[src/rtl/pipe_stage_skid_reg.sv]
// Pipeline stage register with valid/ready handshake, flush, optional 2-entry skid
// buffer and a saturating stall-cycle counter. State advances on the falling clock edge.
module pipe_stage_skid_reg #(
  parameter int unsigned DATA_W      = 32,
  parameter int unsigned CTRL_W      = 16,
  parameter logic [CTRL_W-1:0] NOP_CTRL = '0,
  parameter int unsigned SKID        = 1,
  parameter int unsigned STALL_CNT_W = 16
) (
  input  logic                   clk,
  input  logic                   reset,
  input  logic                   flush,
  input  logic                   in_valid,
  output logic                   in_ready,
  input  logic [CTRL_W-1:0]      in_ctrl,
  input  logic [DATA_W-1:0]      in_data,
  output logic                   out_valid,
  input  logic                   out_ready,
  output logic [CTRL_W-1:0]      out_ctrl,
  output logic [DATA_W-1:0]      out_data,
  output logic [1:0]             occupancy,
  output logic [STALL_CNT_W-1:0] stall_cycles
);

  typedef enum logic [1:0] {EMPTY, ONE, FULL} stateT;

  stateT                  state;
  logic                   outValid;
  logic [1:0]             occ;
  logic [CTRL_W-1:0]      mainCtrl;
  logic [DATA_W-1:0]      mainData;
  logic [CTRL_W-1:0]      skidCtrl;
  logic [DATA_W-1:0]      skidData;
  logic [STALL_CNT_W-1:0] stallCnt;
  logic                   skidValid;
  logic                   inXfer;

  assign skidValid = (state == FULL);

  // Skid mode derives ready from registered state only; single-entry mode lets a
  // draining head make room in the same cycle.
  assign in_ready = (SKID != 0) ? (!skidValid && !reset)
                                : (!reset && (!outValid || out_ready));
  assign inXfer   = in_valid && in_ready;

  // mainCtrl is forced to NOP_CTRL whenever the head becomes empty, so out_ctrl
  // is a plain register and never exposes stale control.
  always_ff @(negedge clk or posedge reset) begin
    if (reset) begin
      state    <= EMPTY;
      outValid <= 1'b0;
      occ      <= 2'd0;
      mainCtrl <= NOP_CTRL;
      mainData <= '0;
      skidCtrl <= '0;
      skidData <= '0;
      stallCnt <= '0;
    end else begin
      if (outValid && !out_ready && (stallCnt != '1))
        stallCnt <= stallCnt + STALL_CNT_W'(1);

      if (flush) begin
        state    <= EMPTY;
        outValid <= 1'b0;
        occ      <= 2'd0;
        mainCtrl <= NOP_CTRL;
      end else begin
        case (state)
          EMPTY: begin
            if (inXfer) begin
              mainCtrl <= in_ctrl;
              mainData <= in_data;
              outValid <= 1'b1;
              occ      <= 2'd1;
              state    <= ONE;
            end
          end
          ONE: begin
            if (inXfer && out_ready) begin
              mainCtrl <= in_ctrl;
              mainData <= in_data;
            end else if (inXfer) begin
              skidCtrl <= in_ctrl;
              skidData <= in_data;
              occ      <= 2'd2;
              state    <= FULL;
            end else if (out_ready) begin
              mainCtrl <= NOP_CTRL;
              outValid <= 1'b0;
              occ      <= 2'd0;
              state    <= EMPTY;
            end
          end
          FULL: begin
            if (out_ready) begin
              mainCtrl <= skidCtrl;
              mainData <= skidData;
              occ      <= 2'd1;
              state    <= ONE;
            end
          end
          default: begin
            mainCtrl <= NOP_CTRL;
            outValid <= 1'b0;
            occ      <= 2'd0;
            state    <= EMPTY;
          end
        endcase
      end
    end
  end

  assign out_valid    = outValid;
  assign out_ctrl     = mainCtrl;
  assign out_data     = mainData;
  assign occupancy    = occ;
  assign stall_cycles = stallCnt;

endmodule

[config.mk]
export PLATFORM = sky130hd
export DESIGN_NAME = pipe_stage_skid_reg
export DESIGN_NICKNAME = d
export VERILOG_FILES = /design/src/rtl/pipe_stage_skid_reg.sv
export SDC_FILE = /design/constraint.sdc
export NUM_CORES = 1
export LEC_CHECK = 0
export ABC_AREA = 1
export BUFFER_PORTS_ARGS = -buffer_cell sky130_fd_sc_hd__buf_2
export CORE_MARGIN = 3
export CORE_UTILIZATION = 54
export DETAILED_ROUTE_END_ITERATION = 16
export GPL_ROUTABILITY_DRIVEN = 0
export MAX_ROUTING_LAYER = met4
export PLACE_DENSITY = 0.88
export RECOVER_POWER = 50
export SLEW_MARGIN = 10
export SYNTH_ARGS = -nofsm -noshare
export SYNTH_HDL_FRONTEND = slang
export SYNTH_SLANG_ARGS = --single-unit
[constraint.sdc]
create_clock -name clk -period 4.58 [get_ports clk]
set_input_delay 0.916 -clock clk [delete_from_list [all_inputs] [get_ports clk]]
set_output_delay 0.916 -clock clk [all_outputs]
set_load 0.01 [all_outputs]
==> flow_summary.ini <==
[min_path]
hp-class = flip-flop to flip-flop
worstHoldPathCells = 2
min-delay-start = out_data[0]
hold_end = out_data[0]

[power_and_ir_drop]
p_leak_nw = 3.783
p_per_area_nw_per_um2 = 507.9
ir_drop_mv = 0.3041

[drt]
via_per_inst = 5.178
detail_route.iter0.violations = 302
wire_per_inst_um = 14.09
firstDrtPassIters = 5
drc_errors = 0
vias = 5033
ant_nets = 0
drt_wl_total_mm = 13.70

[global_routing]
grt_max_degree = 69
overflow = 0
first_global_vias = 4880
grt_pass1_wl_mm = 22.99
antenna_found_initial = 0
grt_use_total_pct = 25.96

[synthesis]
syn_area_um2 = 5517
ys_warn_count = 0
synth_area_per_cell_um2 = 7.781
synth_nets = 763
synth_cell_types = 27
synth.yosys.seq_area_share_pct = 52.17
synth_seq_cells = 115
syn_inst = 709

[cells_and_area]
instances_no_fill = 972
nets = 882
diodes = 0
drive_above_1_share_pct = 22.29
area.growth.synth_to_final_pct = 23.61
finish.utilization_pct = 69.13

[clock_tree]
cts.sinks = 115
cts.path.max_buffers = 2
cts_hold_buf = 0
clk_pin_slew_ns = 0.04
clockRootBuffer = clkbuf_8
clk_latency_ns = 0.44
cts_tree = built
cts_buffers = 17
htree_levels = 4
post_cts_buffers = 0

[sta]
final_max_slew_viol_count = 0
hold_viol = 0
maxSlewHeadroom_pct = 20.28
rsz0062_at_grt = false
worst_pin_slew_ns = 1.196
setup_viol = 0
skew_ns = 0.007260

[setup_path]
critPathMaxFanout = 18
end_kind = output pin
rr_endpoint = stall_cycles[1]
cp.required_ns = 3.66
cp.arrival_ns = 3.59
r2r_cells = 8
slowest_stage = dfrtn_1
cp-start-kind = flip-flop
cpPeakStageDelay_ns = 0.43
path_buf_inv = 3
r2r_start = stall_cycles[1]
worstPathCellList = inv_2 -> nand2_4 -> inv_6 -> nor2_4 -> buf_6
crit_family = flip-flops
critPathKind = flip-flop to output pin
regToRegSetupSlack_ns = 2.06

[place]
dp.cells = 942
io_buffers = 120
dp_hpwl_mm = 8.914

[die]
die_x_um = 107.1
num_io_pins = 121
start_util_pct = 55.92
rows = 36
die_area_um2 = 11470
fp.coreArea_um2 = 9864
die_y_um = 107.1

[run]
maxCapViolCount = 0

[run_status]
status = completed
==> worst max-delay path by stage <==
stage                      start           end  cells past startpoint
global placement           flush  skidData[26]                      6
CTS                 occupancy[0]      in_ready                      5
finish              occupancy[0]      in_ready                      5
global route        occupancy[0]      in_ready                      5
floorplan                  reset   out_data[0]                      6
detailed placement         flush  skidData[23]                      6
==> cell usage after synthesis <==
cell | number | area [um2]
nand3_1 | 26 | 130.1
dfrtn_1 | 115 | 2878
nand3_4 | 2 | 35.03
a21oi_4 | 1 | 16.27
nor2_4 | 2 | 22.52
nand2_2 | 1 | 6.260
xnor2_1 | 7 | 61.31
o21ai_4 | 1 | 16.27
and2_1 | 1 | 6.260
buf_2 | 22 | 110.1
nand2_1 | 333 | 1250
nand3_2 | 1 | 10.01
buf_4 | 2 | 15.01
nand4_1 | 37 | 231.5
nand3b_1 | 1 | 7.510
buf_1 | 1 | 3.750
buf_6 | 1 | 11.26
ha_1 | 1 | 12.51
xor2_1 | 5 | 43.79
inv_2 | 5 | 18.77
a21oi_1 | 1 | 5.000
inv_1 | 45 | 168.9
nor3_1 | 2 | 10.01
nor2_2 | 1 | 6.260
clkbuf_1 | 9 | 33.78
o21ai_0 | 67 | 335.3
nor2_1 | 19 | 71.32
==> layout make-up <==
type | count | area (um2)
fillers | 804 | 3045
flip-flops and latches | 115 | 2878
multi-input cells | 509 | 2315
repair buffers | 135 | 725.7
clock buffers | 20 | 455.4
inverters | 50 | 193.9
well taps | 133 | 166.4
clock inverters | 10 | 85.08
==> tightest hold or removal path, delay by kind of cell (launching register included) <==
kind | cells | cell delay, ns
flip-flops | 1 | 0.40
AND/OR/NAND/NOR | 2 | 0.09
==> placed cells by master (no fill, tap or decap), types with 2 or more instances in the layout <==
cell / instances
clkinv_2: 5
clkbuf_1: 2
nor2_1: 18
nor3_1: 2
buf_6: 2
o21ai_1: 27
nor2_4: 3
o21ai_0: 40
dfrtn_1: 115
nand4_1: 37
buf_2: 117
inv_1: 46
clkinvlp_4: 4
nand3_2: 11
clkbuf_2: 3
xnor2_1: 7
nand2_1: 332
buf_4: 9
nand3_1: 17
xor2_1: 5
clkbuf_16: 16
clkbuf_8: 4
inv_2: 2
==> timing repair <==
action | in CTS | in global routing
setup endpoints to repair | 1 | 1
gates resized for setup | 3 | 3
hold endpoints to repair | 0 | 0
==> report_power, final <==
| part | total, mW | internal [mW] | switching [mW] |
|---|---|---|---|
| clock | 1.20 | 0.749 | 0.450 |
| combinational | 0.780 | 0.296 | 0.483 |
| sequential | 1.48 | 1.34 | 0.148 |
==> cells by family after synthesis <==
group | count (synthesis) | synth area share (%)
adders and majority gates | 1 | 0.2268
xor gates and xnor gates | 12 | 1.905
DFF | 115 | 52.17
and+or+nand+nor | 426 | 32.39
buffers and inverters | 85 | 6.555
AOI/OAI and AO/OA | 70 | 6.759
==> layer usage <==
| layer | vias up | wire length (um) | global-route usage [%] |
|---|---|---|---|
| met5 | - | 0 | - |
| met2 | 154 | 6899 | 42.72 |
| met3 | 19 | 738 | 5.659 |
| li1 | 2483 | - | - |
| met4 | 0 | 231 | 9.406 |
| met1 | 2377 | 5829 | 31.65 |
==> per-stage QoR <==
step | setup WS (ns) | total power, mW | hold WS (ns) | instance area [um2] | setup TNS, ns
after detailed placement | 0.1603 | 2.277 | 0.4158 | 6320 | 0
after global routing | 0.003941 | 3.673 | 0.4332 | 6819 | 0
final | 0.07064 | 3.464 | 0.4163 | 6819 | 0
after CTS | 0.01192 | 3.501 | 0.4172 | 6870 | 0
after floorplan | -1.458 | 1.970 | 0.4028 | 5620 | -130.98
after global placement | 0.1708 | 2.238 | 0.4104 | 6320 | 0
==> flip-flops by register name, indices dropped and copies added, names as in the netlist <==
name,flops
occupancy,2
out_ctrl,16
out_data,32
out_valid,1
skidCtrl,16
skidData,32
stall_cycles,16
Power figures use the tool's default switching activity.
